$ cat src/rtl/rv32i_types.sv
// Shared RV32I type definitions.
// Load/store funct3 encodings and access-size helpers.
package rv32i_types;

    typedef enum logic [2:0] {
        LB  = 3'b000,
        LH  = 3'b001,
        LW  = 3'b010,
        LBU = 3'b100,
        LHU = 3'b101
    } load_funct3_e;

    typedef enum logic [2:0] {
        SB = 3'b000,
        SH = 3'b001,
        SW = 3'b010
    } store_funct3_e;

    localparam logic [1:0] SIZE_BYTE = 2'b00;
    localparam logic [1:0] SIZE_HALF = 2'b01;

    // Access size comes from the low two funct3 bits for loads and stores.
    function automatic logic [1:0] mem_size(input logic [2:0] funct3);
        return funct3[1:0];
    endfunction

endpackage

$ cat src/rtl/mem_align.sv
// Data-memory alignment: byte enables, store replication,
// load extraction with sign/zero extension, misalign detect.
module mem_align
    import rv32i_types::*;
(
    input  logic [2:0]  funct3,
    input  logic [1:0]  offset,
    input  logic [31:0] store_data,
    input  logic [31:0] rdata,
    output logic [3:0]  byte_enable,
    output logic [31:0] wdata,
    output logic [31:0] load_data,
    output logic        misalign
);

    logic [31:0] shifted;

    assign shifted = rdata >> {offset, 3'b000};

    // Store lane placement and alignment check by access size.
    always_comb begin
        byte_enable = 4'b1111;
        wdata       = store_data;
        misalign    = 1'b0;
        case (mem_size(funct3))
            SIZE_BYTE: begin
                byte_enable = 4'b0001 << offset;
                wdata       = {4{store_data[7:0]}};
            end
            SIZE_HALF: begin
                byte_enable = 4'b0011 << offset;
                wdata       = {2{store_data[15:0]}};
                misalign    = offset[0];
            end
            default: begin
                misalign = (offset != 2'b00);
            end
        endcase
    end

    // Load lane selection and extension.
    always_comb begin
        load_data = rdata;
        case (funct3)
            LB:      load_data = {{24{shifted[7]}}, shifted[7:0]};
            LBU:     load_data = {24'h0, shifted[7:0]};
            LH:      load_data = {{16{shifted[15]}}, shifted[15:0]};
            LHU:     load_data = {16'h0, shifted[15:0]};
            default: load_data = rdata;
        endcase
    end

endmodule

$ cat src/rtl/mem_wb.sv
// Memory / writeback stage: issues data-cache accesses
// and produces one regfile writeback per accepted op.
module mem_wb
    import rv32i_types::*;
(
    input  logic        clk,
    input  logic        rst,
    input  logic        in_valid,
    output logic        in_ready,
    input  logic        in_mem_read,
    input  logic        in_mem_write,
    input  logic [2:0]  in_funct3,
    input  logic [31:0] in_addr,
    input  logic [31:0] in_wdata,
    input  logic [4:0]  in_rd,
    input  logic        in_reg_we,
    input  logic [31:0] in_result,
    output logic        dmem_read,
    output logic        dmem_write,
    output logic [31:0] dmem_address,
    output logic [31:0] dmem_wdata,
    output logic [3:0]  dmem_byte_enable,
    input  logic [31:0] dmem_rdata,
    input  logic        dmem_resp,
    output logic        wb_valid,
    output logic        wb_we,
    output logic [4:0]  wb_rd,
    output logic [31:0] wb_data,
    output logic        wb_misalign
);

    typedef enum logic {
        IDLE,
        ACCESS
    } state_e;

    state_e      state;
    logic [2:0]  hold_funct3;
    logic [1:0]  hold_offset;
    logic [4:0]  hold_rd;
    logic        hold_we;
    logic        hold_store;

    logic [2:0]  al_funct3;
    logic [1:0]  al_offset;
    logic [3:0]  al_be;
    logic [31:0] al_wdata;
    logic [31:0] al_load;
    logic        al_misalign;
    logic        is_mem;

    assign in_ready  = (state == IDLE);
    assign is_mem    = in_mem_read | in_mem_write;
    assign al_funct3 = (state == IDLE) ? in_funct3 : hold_funct3;
    assign al_offset = (state == IDLE) ? in_addr[1:0] : hold_offset;

    mem_align u_align (
        .funct3      (al_funct3),
        .offset      (al_offset),
        .store_data  (in_wdata),
        .rdata       (dmem_rdata),
        .byte_enable (al_be),
        .wdata       (al_wdata),
        .load_data   (al_load),
        .misalign    (al_misalign)
    );

    // Accept ops in IDLE, hold the cache request in ACCESS until resp.
    always_ff @(posedge clk or negedge rst) begin
        if (!rst) begin
            state            <= IDLE;
            hold_funct3      <= 3'b0;
            hold_offset      <= 2'b0;
            hold_rd          <= 5'b0;
            hold_we          <= 1'b0;
            hold_store       <= 1'b0;
            dmem_read        <= 1'b0;
            dmem_write       <= 1'b0;
            dmem_address     <= 32'h0;
            dmem_wdata       <= 32'h0;
            dmem_byte_enable <= 4'b0;
            wb_valid         <= 1'b0;
            wb_we            <= 1'b0;
            wb_rd            <= 5'b0;
            wb_data          <= 32'h0;
            wb_misalign      <= 1'b0;
        end else begin
            wb_valid    <= 1'b0;
            wb_we       <= 1'b0;
            wb_misalign <= 1'b0;
            case (state)
                IDLE: begin
                    if (in_valid) begin
                        if (!is_mem) begin
                            wb_valid <= 1'b1;
                            wb_we    <= in_reg_we && (in_rd != 5'd0);
                            wb_rd    <= in_rd;
                            wb_data  <= in_result;
                        end else if (al_misalign) begin
                            wb_valid    <= 1'b1;
                            wb_misalign <= 1'b1;
                            wb_rd       <= in_rd;
                            wb_data     <= 32'h0;
                        end else begin
                            state            <= ACCESS;
                            dmem_read        <= ~in_mem_write;
                            dmem_write       <= in_mem_write;
                            dmem_address     <= {in_addr[31:2], 2'b00};
                            dmem_wdata       <= al_wdata;
                            dmem_byte_enable <= al_be;
                            hold_funct3      <= in_funct3;
                            hold_offset      <= in_addr[1:0];
                            hold_rd          <= in_rd;
                            hold_we          <= in_reg_we;
                            hold_store       <= in_mem_write;
                        end
                    end
                end
                ACCESS: begin
                    if (dmem_resp) begin
                        state            <= IDLE;
                        dmem_read        <= 1'b0;
                        dmem_write       <= 1'b0;
                        dmem_byte_enable <= 4'b0;
                        wb_valid         <= 1'b1;
                        wb_rd            <= hold_rd;
                        if (hold_store) begin
                            wb_data <= 32'h0;
                        end else begin
                            wb_we   <= hold_we && (hold_rd != 5'd0);
                            wb_data <= al_load;
                        end
                    end
                end
                default: state <= IDLE;
            endcase
        end
    end

endmodule
$ cat config.mk
export PLATFORM = sky130hd
export DESIGN_NAME = mem_wb
export DESIGN_NICKNAME = d
export VERILOG_FILES = /design/src/rtl/rv32i_types.sv /design/src/rtl/mem_align.sv /design/src/rtl/mem_wb.sv
export SDC_FILE = /design/constraint.sdc
export NUM_CORES = 1
export LEC_CHECK = 0
export CORE_ASPECT_RATIO = 1.2
export CORE_MARGIN = 2
export CORE_UTILIZATION = 39
export CTS_CLUSTER_DIAMETER = 60
export DETAILED_ROUTE_END_ITERATION = 7
export PLACE_DENSITY_LB_ADDON = 0.05
export SYNTH_ARGS = -nofsm -noshare
export SYNTH_HDL_FRONTEND = slang
export SYNTH_SLANG_ARGS = --single-unit
$ cat constraint.sdc
create_clock -name clk -period 2.1 [get_ports clk]
set_clock_uncertainty 0.15 [all_clocks]
set_input_delay 0.42 -clock clk [delete_from_list [all_inputs] [get_ports clk]]
set_output_delay 0.42 -clock clk [all_outputs]
set_load 0.02 [all_outputs]
==> summary.md <==
| Metric | Value |
|---|---|
| Status | finished clean |
| Synthesized area | 0.005948 mm² |
| Post-route antenna net violation count | 0 |
| Clk_lat worst skew | 420 ps |
| Per-cell routed wire length | 17.82 µm |
| Clock tree root driver cell | clkbuf_16 |
| I/O pin total | 254 |
| Nets | 1093 |
| Initial antenna violation count | 0 |
| Min Hold Slack | 319.0 ps |
| Fillcell total | 1269 |
| Worst path cell trace | clkdlybuf4s50_1 |
| GR met3 Demand/Resource | 0.08667 |
| Routability cong. | 0.8460 |
| Sw power | 0.005689 W |
| Drt initial violations | 415 |
| Number of global-route vias before repair | 6318 |
| Int Pwr | 0.008728 W |
| Combinational Power Share | 0.518 |
| Worst r2r src | state |
| Layout cells sized above 1 | 0.1310 |
| CP Capture Type | primary output |
| Drt drc | 0 |
| Maximum clock rate | 486.3 MHz |
| Seq cells post-synth | 121 |
| Pleak | 4.385 nW |
| Hold path depth | 2 |
| Required time of the worst setup path | 1530 ps |
| Pre-CTS setup slack | -428.1 ps |
| Worst EP arrival | 1490 ps |
| CTS Sinks | 121 |
| Vias/cell | 5.207 |
| Slowest CP cell | clkdlybuf4s50_1 |
| Slew Limit Fails | 0 |
| Sequential Power Share | 0.280 |
| Critical path type | flop to primary output |
| Clock buffer count from CTS | 17 |
| Mean Syn Cell Area | 9.123 µm² |
| CTS tree | yes |
| Reg-to-reg critical path endpoint | wb_data[0] |
| Final period utilization | 0.9792 |
| Crit path launch type | flop |
| Post-synthesis sequential area ratio | 0.5090 |
| Final Hold Fails | 0 |
| Routing usage on met2 | 0.4442 |
| Pin count of the biggest net entering global routing | 59 |
| Power, Total | 0.01442 W |
| Vias after detailed routing | 6071 |
| Min-Delay Endpoint | dmem_address[20] |
| H-tree levels | 4 |
| RSZ-0062 raised after global routing | yes |
| Initial Util | 0.3976 |
| Tot GR Track Use | 0.2579 |
| CP Buf/Inv Count | 1 |
| Hold Path Class | flop to flop |
| CP top delay family | buffers and inverters |
| Drt total wl | 20780 µm |
| HP Start | dmem_address[20] |
| Die Wd | 116.7 µm |
| Fin area | 0.009819 mm² |
| Area Growth Syn to Fin | 65.08% |
| Reg2Reg Depth | 7 |
| Flop-to-flop setup slack | 50 ps |
| IO buf count | 251 |
| Die Area | 0.01626 mm² |
| Grt ovf | 0 |
| Switching power share of the total | 0.3946 |
| Slew @ Worst Pin | 505.7 ps |
| Die height | 139.3 µm |
| Final worst setup slack | 43.63 ps |
| Post-synthesis cell type count | 46 |
| Clk slew on worst S/H paths | 50 ps |
| Post-CTS setup buffers | 0 |
| GRT busiest layer | met2 |
| Clock Path Buffers | 2 |
| Cells after synthesis | 652 |
| Area of the core | 0.01496 mm² |
| Fin util | 0.6564 |
| Crit Path Max Fanout | 3 |
| DP Wirelength | 15870 µm |
| Tmin final | 2056 ps |
| TritonRoute pass-1 iters | 5 |
| Peak VDD IR | 0.7546 mV |
| Power density over the cells | 1468 mW/mm² |
| Crit-path max cell delay | 640 ps |
| Clock network power share | 0.202 |
| Met1 Use GR | 0.2934 |
| Max cap viols | 0 |
| Rows | 49 |
| Synth warn | 0 |
| Cell Area, Placed | 0.009190 mm² |
| Slew headroom | 0.6593 |
| Final Setup Violations | 0 |
| First-pass GRT wire length | 32450 µm |
| Ant diodes | 0 |
==> worst max-delay path by stage <==
stage	start	end	slack (ps)	depth (start not counted)
after floorplan	state	wb_data[21]	80	6
after global placement	in_addr[0]	wb_data[9]	-360	8
after detailed placement	in_addr[0]	wb_data[28]	-430	8
after CTS	in_addr[0]	wb_data[28]	10	8
after global routing	state	wb_data[5]	-30	7
final	wb_data[10]	wb_data[10]	40	1
==> layout by cell type, fill, tap and decap left out, drive strengths merged, types with 6 or more instances in the layout <==
| cell type | netlist | routed |
|---|---|---|
| nand2 | 197 | 197 |
| a31oi | 16 | 16 |
| a22oi | 17 | 17 |
| o221ai | 15 | 15 |
| clkinv | 0 | 7 |
| dfrtp | 121 | 121 |
| nor3 | 6 | 6 |
| o21ai | 59 | 59 |
| a2bb2oi | 7 | 7 |
| clkbuf | 18 | 18 |
| buf | 25 | 70 |
| mux2i | 35 | 35 |
| nor2 | 32 | 32 |
| a22o | 9 | 9 |
| nand3 | 19 | 19 |
| a21oi | 39 | 39 |
| clkdlybuf4s50 | 0 | 248 |
==> cell type report <==
| class | instances | area [µm²] | share of cell area |
|---|---|---|---|
| clock buffer | 18 | 429.2 | 0.04371 |
| clock inverter | 13 | 155.1 | 0.01580 |
| inverter | 5 | 18.77 | 0.001911 |
| multi-input combinational | 484 | 2740 | 0.2791 |
| sequential | 121 | 3028 | 0.3084 |
| tap | 204 | 255.2 | 0.02599 |
| timing repair buffer | 321 | 3193 | 0.3252 |
==> logic make-up after synthesis <==
kind of cell | share of synthesized area
simple gates | 0.1792
compound gates | 0.2005
flops | 0.5090
buf+inv | 0.04039
mux | 0.06878
xor+xnor | 0.001473
other cells | 0.0006304
==> tightest hold or removal path, cell delays in order (launching register included) <==
cell     delay [ps]
dfrtp_1         340
nand2_1          50
nand2_1          50
==> state kept, by name (all words and copies together), names as in the netlist <==
register	count
dmem_address	30
dmem_byte_enable	4
dmem_read	1
dmem_wdata	32
dmem_write	1
hold_funct3	3
hold_offset	2
hold_rd	5
hold_store	1
hold_we	1
state	1
wb_data	32
wb_misalign	1
wb_rd	5
wb_valid	1
wb_we	1
==> cells in the mapped netlist, drive strengths merged <==
library cell | count | area share
buf | 25 | 0.026
and2 | 1 | 0.0011
o32a | 1 | 0.0017
or2 | 1 | 0.0011
a21oi | 39 | 0.034
mux2i | 35 | 0.063
nand2 | 197 | 0.12
a32oi | 3 | 0.0076
conb | 1 | 0.00063
mux2 | 3 | 0.0057
a31oi | 16 | 0.017
nand2b | 3 | 0.0032
o32ai | 2 | 0.0055
xnor2 | 1 | 0.0015
o211ai | 3 | 0.0038
inv | 5 | 0.0032
nand3 | 19 | 0.016
a211oi | 1 | 0.0021
a22oi | 17 | 0.021
o221ai | 15 | 0.023
or4 | 2 | 0.0025
nor3 | 6 | 0.0059
dfrtp | 121 | 0.51
a221oi | 1 | 0.0025
o21ai | 59 | 0.050
a311oi | 1 | 0.0025
clkbuf | 18 | 0.011
a22o | 9 | 0.013
nor2b | 4 | 0.0042
o22ai | 1 | 0.0011
a2bb2oi | 7 | 0.010
a32o | 3 | 0.0050
nor2 | 32 | 0.021
==> per-stage QoR <==
step | setup TNS (ps) | cells
2_1_floorplan | 0 | 653
6_report | 0 | 1166
4_1_cts | 0 | 1166
5_1_grt | -235.5 | 1166
3_5_place_dp | -37680 | 1134
3_3_place_gp | -32690 | 1134
==> power by group through the flow <==
stage	clock (W)	combinational, W	sequential, W
after floorplan	0	0.00268	0.00512
after detailed placement	0	0.00745	0.00405
after global routing	0.00309	0.00805	0.00416
final	0.00291	0.00747	0.00403
after CTS	0.00297	0.00749	0.00404
after global placement	0	0.00732	0.00401
==> layer usage <==
| metal | share of wire | routed length, µm |
|---|---|---|
| met5 | 0 | 0 |
| met4 | 0.027 | 567 |
| met3 | 0.080 | 1654 |
| met2 | 0.51 | 10560 |
| met1 | 0.38 | 7991 |
==> what timing repair did <==
| item | 4_1_cts | 5_1_grt |
|---|---|---|
| gates resized for setup | 3 | 6 |
| endpoints found under the hold margin | 25 | 0 |
| pin swaps | 1 | 1 |
| setup endpoints to repair | 9 | 42 |
| hold buffers | 1 | 0 |
No activity file was read; power rests on OpenSTA's default activity.
